[src/rtl/address_generator_multi.sv]
// Multi-channel BRAM address generator: per-channel wrapping word counters emitted as byte addresses,
// channel 0 drives the pass restart strobe. Define ADDRESS_GENERATOR_LATENCY_EN to delay restart/tvalid by two cycles.
module address_generator_multi #(
    parameter int N_CHANNELS = 2,
    parameter int WIDTH      = 8
) (
    input  logic                              clk,
    input  logic                              rst,
    input  logic [31:0]                       cfg,
    input  logic [N_CHANNELS*WIDTH-1:0]       period,
    output logic [N_CHANNELS*(WIDTH+2)-1:0]   addr,
    output logic                              restart,
    output logic                              tvalid
);

    typedef enum logic [1:0] {
        IDLE = 2'd0,
        RUN  = 2'd1,
        DONE = 2'd2
    } state_t;

    state_t           state_r;
    state_t           state_s;
    logic [WIDTH-1:0] count_r  [N_CHANNELS];
    logic [WIDTH-1:0] count_s  [N_CHANNELS];
    logic [WIDTH-1:0] shadow_r [N_CHANNELS];
    logic [WIDTH-1:0] shadow_s [N_CHANNELS];
    logic             cfg2_r;
    logic             sw_rise_s;
    logic             wrap0_s;
    logic             restart_r;
    logic             restart_s;
    logic             tvalid_r;
    logic             tvalid_s;
    logic             unused_cfg_s;

    assign sw_rise_s    = cfg[2] & ~cfg2_r;
    assign wrap0_s      = (count_r[0] == shadow_r[0]);
    assign unused_cfg_s = ^cfg[31:3];

    // Next-state, counter and shadow logic; cfg[0] low dominates, then software restart, then wraps.
    always_comb begin
        state_s   = state_r;
        count_s   = count_r;
        shadow_s  = shadow_r;
        restart_s = 1'b0;
        tvalid_s  = 1'b0;
        case (state_r)
            IDLE: begin
                for (int i = 0; i < N_CHANNELS; i++) begin
                    count_s[i] = {WIDTH{1'b0}};
                end
                if (cfg[0]) begin
                    state_s   = RUN;
                    restart_s = 1'b1;
                    tvalid_s  = 1'b1;
                    for (int i = 0; i < N_CHANNELS; i++) begin
                        shadow_s[i] = period[i*WIDTH +: WIDTH];
                    end
                end else begin
                    state_s = IDLE;
                end
            end
            RUN: begin
                if (!cfg[0]) begin
                    state_s = IDLE;
                    for (int i = 0; i < N_CHANNELS; i++) begin
                        count_s[i] = {WIDTH{1'b0}};
                    end
                end else if (sw_rise_s) begin
                    restart_s = 1'b1;
                    tvalid_s  = 1'b1;
                    for (int i = 0; i < N_CHANNELS; i++) begin
                        count_s[i]  = {WIDTH{1'b0}};
                        shadow_s[i] = period[i*WIDTH +: WIDTH];
                    end
                end else if (wrap0_s && !cfg[1]) begin
                    state_s = DONE;
                    for (int i = 0; i < N_CHANNELS; i++) begin
                        count_s[i] = {WIDTH{1'b0}};
                    end
                end else begin
                    tvalid_s  = 1'b1;
                    restart_s = wrap0_s;
                    // Shadows only follow period at a pass boundary so a live pass keeps its length.
                    for (int i = 0; i < N_CHANNELS; i++) begin
                        if (count_r[i] == shadow_r[i]) begin
                            count_s[i]  = {WIDTH{1'b0}};
                            shadow_s[i] = period[i*WIDTH +: WIDTH];
                        end else begin
                            count_s[i]  = count_r[i] + {{(WIDTH-1){1'b0}}, 1'b1};
                        end
                    end
                end
            end
            DONE: begin
                for (int i = 0; i < N_CHANNELS; i++) begin
                    count_s[i] = {WIDTH{1'b0}};
                end
                if (!cfg[0]) begin
                    state_s = IDLE;
                end else if (sw_rise_s) begin
                    state_s   = RUN;
                    restart_s = 1'b1;
                    tvalid_s  = 1'b1;
                    for (int i = 0; i < N_CHANNELS; i++) begin
                        shadow_s[i] = period[i*WIDTH +: WIDTH];
                    end
                end else begin
                    state_s = DONE;
                end
            end
            default: begin
                state_s = IDLE;
                for (int i = 0; i < N_CHANNELS; i++) begin
                    count_s[i] = {WIDTH{1'b0}};
                end
            end
        endcase
    end

    // State, counters, shadows, restart-edge history and output flags.
    always_ff @(posedge clk or posedge rst) begin
        if (rst) begin
            state_r   <= IDLE;
            cfg2_r    <= 1'b0;
            restart_r <= 1'b0;
            tvalid_r  <= 1'b0;
            for (int i = 0; i < N_CHANNELS; i++) begin
                count_r[i]  <= {WIDTH{1'b0}};
                shadow_r[i] <= {WIDTH{1'b0}};
            end
        end else begin
            state_r   <= state_s;
            cfg2_r    <= cfg[2];
            restart_r <= restart_s;
            tvalid_r  <= tvalid_s;
            for (int i = 0; i < N_CHANNELS; i++) begin
                count_r[i]  <= count_s[i];
                shadow_r[i] <= shadow_s[i];
            end
        end
    end

    for (genvar g = 0; g < N_CHANNELS; g++) begin : g_addr
        assign addr[g*(WIDTH+2) +: (WIDTH+2)] = {count_r[g], 2'b00};
    end

`ifdef ADDRESS_GENERATOR_LATENCY_EN
    logic [1:0] restart_pipe_r;
    logic [1:0] tvalid_pipe_r;

    // Two-stage delay that lines the flags up with BRAM read data.
    always_ff @(posedge clk or posedge rst) begin
        if (rst) begin
            restart_pipe_r <= 2'b00;
            tvalid_pipe_r  <= 2'b00;
        end else begin
            restart_pipe_r <= {restart_pipe_r[0], restart_r};
            tvalid_pipe_r  <= {tvalid_pipe_r[0], tvalid_r};
        end
    end

    assign restart = restart_pipe_r[1];
    assign tvalid  = tvalid_pipe_r[1];
`else
    assign restart = restart_r;
    assign tvalid  = tvalid_r;
`endif

endmodule
[config.mk]
export PLATFORM = sky130hd
export DESIGN_NAME = address_generator_multi
export DESIGN_NICKNAME = d
export VERILOG_FILES = /design/src/rtl/address_generator_multi.sv
export SDC_FILE = /design/constraint.sdc
export NUM_CORES = 1
export LEC_CHECK = 0
export BUFFER_PORTS_ARGS = -buffer_cell sky130_fd_sc_hd__buf_2
export CAP_MARGIN = 20
export CELL_PAD_IN_SITES_DETAIL_PLACEMENT = 1
export CELL_PAD_IN_SITES_GLOBAL_PLACEMENT = 2
export CORE_ASPECT_RATIO = 0.5
export CORE_UTILIZATION = 31
export DETAILED_ROUTE_END_ITERATION = 10
export MAX_ROUTING_LAYER = met4
export PLACE_DENSITY = 0.82
export SLEW_MARGIN = 20
export SYNTH_ARGS = -nofsm -noshare
export SYNTH_HDL_FRONTEND = slang
export SYNTH_SLANG_ARGS = --single-unit
[constraint.sdc]
create_clock -name clk -period 3.4 [get_ports clk]
set_input_delay 0.34 -clock clk [delete_from_list [all_inputs] [get_ports clk]]
set_output_delay 0.34 -clock clk [all_outputs]
set_load 0.05 [all_outputs]
# Word-level counts from Yosys, hierarchy flattened
# Index checks and enable logic that the tools add are counted.
[word_totals] reg_bits=37 input_bits=50 output_inout_bits=22 word_cells=65
[op_classes] n_addsub=2 eq_ne=13 mux=33 bitwise=2 n_reduce_logical=7
[ops] cell="16-bit two-way mux" count=10
[ops] cell="16-bit one-hot mux with 3 select lines" count=1
[ops] cell="8-bit two-way mux" count=4
[ops] cell="8-bit by 1-bit adder with 8-bit output (second input constant)" count=2
[ops] cell="8-bit == test" count=2
[ops] cell="3-bit inequality test (second input constant)" count=5
[ops] cell="7-bit AND reduction" count=2
[ops] cell="1-bit two-way mux" count=10
[ops] cell="2-bit two-way mux" count=5
[ops] cell="2-bit inequality test (second input constant)" count=4
[ops] cell="1-bit one-hot mux with 3 select lines" count=2
[ops] cell="2-bit one-hot mux with 3 select lines" count=1
[ops] cell="3-bit nonzero test" count=1
[ops] cell="2-bit by 1-bit == test with 1-bit output (second input constant)" count=1
[ops] cell="2-bit == test (second input constant)" count=1
[ops] cell="2-bit zero test" count=1
[ops] cell="2-bit AND reduction" count=1
[ops] cell="1-bit bitwise AND" count=1
[ops] cell="1-bit logical AND" count=1
[ops] cell="1-bit zero test" count=1
[ops] cell="1-bit inverter" count=1

# Longest topological paths before layout
[depth] ltp_word=6 mapped_depth=5

# Worst setup path after synthesis
# No wires, ideal clock.
[synth_path] path_type="register -> register" start="register count_r, in the netlist addr[13]" end="register shadow_r[0] in the netlist's numbering" setup_time_ps=125 t_arrival_ps=2059 setup_slack_ps=1217 stages_incl_launch_ff=6 n_path_buf=0 period_less_slack_ps=2183 cell_sequence="dfrtp_1 > xor2_1 > nor4_1 > nand2_1 > a311oi_4 > mux2_2"
[synth_via] elab_chain_len=3
[synth_lines] element="start: declaration" line="24" rtl="logic [WIDTH-1:0] count_r [N_CHANNELS];"
[synth_lines] element="start signal: indexed assignment" line="130" rtl="count_r[i] <= {WIDTH{1'b0}};"
[synth_lines] element="start signal: indexed assignment" line="139" rtl="count_r[i] <= count_s[i];"
[synth_lines] element="8-bit == test" line="87" rtl="if (count_r[i] == shadow_r[i]) begin"
[synth_lines] element="3-bit inequality test (no source line)"
[synth_lines] element="7-bit AND reduction (no source line)"
[synth_lines] element="end signal: indexed assignment" line="131" rtl="shadow_r[i] <= {WIDTH{1'b0}};"
[synth_lines] element="end signal: indexed assignment" line="140" rtl="shadow_r[i] <= shadow_s[i];"
[synth_lines] element="end: declaration" line="26" rtl="logic [WIDTH-1:0] shadow_r [N_CHANNELS];"
# Every way passes these cells.
# A chain may end at the register's enable or synchronous reset.

# Worst setup path after layout
[layout_path] start="register count_r, in the netlist addr[13]" end="register shadow_r[1] in the netlist's numbering"
# The elaborated chain is that of the path after synthesis.

==> run summary <==
H-tree depth: 2
DR iter-0 viols: 31
clock slew at reported path FFs: 0.05 ns
DRC: 0
total wire length: 3641 µm
Synth area leader: dfrtp_1
kind of critical path: reg2reg
Initial Util: 33.74%
Synth area leaders: dfrtp_1 (53%), mux2_2 (10%), xor2_1 (8.0%), xnor2_1 (6.0%), nor2_1 (4.3%)
Worst IR Drop VDD: 0.3076 mV
post-synthesis register bit count: 37
max-slew violations: 0
core area: 5180 µm²
CTS tree: done
status: finished clean
Max Cap Violations: 0
total power: 1.087 mW
Final Hold Fails: 0
port bufs: 38
Via density: 4.566
Seq/Total Area, Yosys: 52.97%
area post-placement: 2014 µm²
post-synth design cell area: 1748 µm²
global route overflow: 0
largest net degree at the start of global routing: 38
Core Util, Final: 41.64%
CTS Buf Count: 5
min cycle time layout: 2.240 ns
Pre-antenna DRT Iters: 4
count of final setup violators: 0
first-pass GRT wire length: 5844 µm
post-route ant nets: 0
Skew-Pair Late Insertion Delay: 0.28 ns
max frequency: 446.4 MHz
die area: 5961 µm²
gr usage total: 14.32%
worst-path cell chain: xor2_1, nor4_1, nand2_1, a311oi_4, mux2_2
layout cells sized above 1: 33.85%
commonest non-fill, non-tap cells in the layout: buf_2 (38), dfrtp_1 (37), nor2_1 (20)
most common cell after layout, fill and taps aside: buf_2
Die Wd: 108.2 µm
Worst EP required: 3.56 ns
part of the cycle the worst path needs: 65.88%
crit path buf inv count: 0
max-slew headroom at the worst pin: 50.77%
CP endpoint kind: register
nets@finish: 247
vias in the first global route: 1,182
Slew @ Worst Pin: 0.7352 ns
Syn-to-layout area delta: 23.41%
initial antenna violation count: 0
Inserted Diodes: 0
critical path's largest stage delay: 0.58 ns
Post-Syn Instances: 150
clk sinks: 37
PwrDens: 503.9 nW/µm²
Final TNS setup: 0 ns
post-DP HPWL: 2716 µm
CTS max path bufs: 2
Setup crit start kind: register
warnings from Yosys: 0
Final Cell Area: 2157 µm²
clk_skew: 0.001789 ns
Die Ht: 55.10 µm
total I/O pin count: 72
Synth Area per Inst: 11.65 µm²
crit-path max FO: 8
setup bufs post-CTS: 0
Hold WC Path Type: in2async
WP data arrival: 2.40 ns
RSZ-0062 raised after global routing: false
Lkg Pwr: 1.015 nW
WL per Instance: 13.74 µm
GP Congestion: 0.7472
CP delay by family, top: compound AO/OA/AOI/OAI gates
CTS root buffer: clkbuf_16
hold buffers post-CTS: 0
Rows: 18
cts repair resizes: 0
Synth cell types: 25
via count: 1,210
Yosys top cell area share: 52.97%
CP max-delay cell: a311oi_4
[cell type report]
type / instances / area [µm²]
flip-flops and latches: 37 / 925.9
fillers: 583 / 3023
repair buffers: 39 / 197.7
inverters: 3 / 11.26
well taps: 70 / 87.58
multi-input cells: 109 / 792.0
clock buffers: 7 / 142.6
[state kept, by name, summed over array words and instances (netlist names)]
name / cells
shadow_r: 16
state_r: 2
cfg2_r: 1
restart: 1
addr: 16
tvalid: 1
[worst paths after layout]
| path | depth (start not counted) | slack [ns] | startpoint | end |
|---|---|---|---|---|
| hold / removal | 3 | 0.16 | rst | shadow_r[4] |
| min in group clk | 1 | 0.18 | cfg[2] | cfg2_r |
| hold reg to reg | 1 | 0.53 | shadow_r[15] | shadow_r[15] |
| setup / recovery | 5 | 1.16 | addr[13] | shadow_r[1] |
| setup reg to reg | 5 | 1.16 | addr[13] | shadow_r[1] |
| max in group asynchronous | 3 | 2.91 | rst | shadow_r[1] |
[power by group]
part | total, mW | switching, mW | internal, mW
registers | 0.502 | 0.0262 | 0.475
clock network | 0.453 | 0.166 | 0.288
logic | 0.132 | 0.0710 | 0.0609
total | 1.09 | 0.263 | 0.824
[cells by family after synthesis]
kind of cell | count (synthesis) | synth area share (%)
adder cells (fa/ha/maj) | 2 | 1.431
AO/OA/AOI/OAI | 6 | 4.009
buffers and inverters | 7 | 2.362
flip-flops | 37 | 52.97
other | 1 | 0.2145
multiplexers | 16 | 10.31
AND/OR/NAND/NOR | 53 | 14.67
XOR/XNOR | 28 | 14.03
[metal layers]
layer / GRT usage [%] / vias up / wire length [µm]
li1: - / 587 / -
met5: - / - / 0
met3: 4.918 / 5 / 166
met2: 22.61 / 27 / 1689
met1: 17.28 / 591 / 1758
met4: 5.479 / 0 / 27
[metrics by stage]
| stage | hold slack (ns) | cells | setup slack [ns] |
|---|---|---|---|
| 2_1_floorplan | 0.3714 | 153 | 1.217 |
| 3_3_place_gp | 0.4684 | 258 | 1.160 |
| 3_5_place_dp | 0.4672 | 258 | 1.134 |
| 4_1_cts | 0.1761 | 265 | 1.095 |
| 5_1_grt | 0.1823 | 265 | 1.001 |
| 6_report | 0.1650 | 265 | 1.160 |
[synthesized netlist by cell type]
cell	count
a21oi_1	2
a311oi_4	1
and3_1	4
buf_4	4
conb_1	1
dfrtp_1	37
ha_1	2
inv_1	3
mux2_2	16
nand2_1	8
nand2b_1	3
nand3_1	8
nand4_1	2
nor2_1	20
nor2b_1	1
nor3_1	1
nor4_1	2
nor4_2	1
o211ai_1	1
o21ai_0	1
o31ai_4	1
or2_2	2
or3_1	1
xnor2_1	12
xor2_1	16
[tightest hold or removal path, delay by kind of cell]
| kind | cells | cell delay, ns |
|---|---|---|
| buf+inv | 3 | 0.53 |
Power figures use the tool's default switching activity.
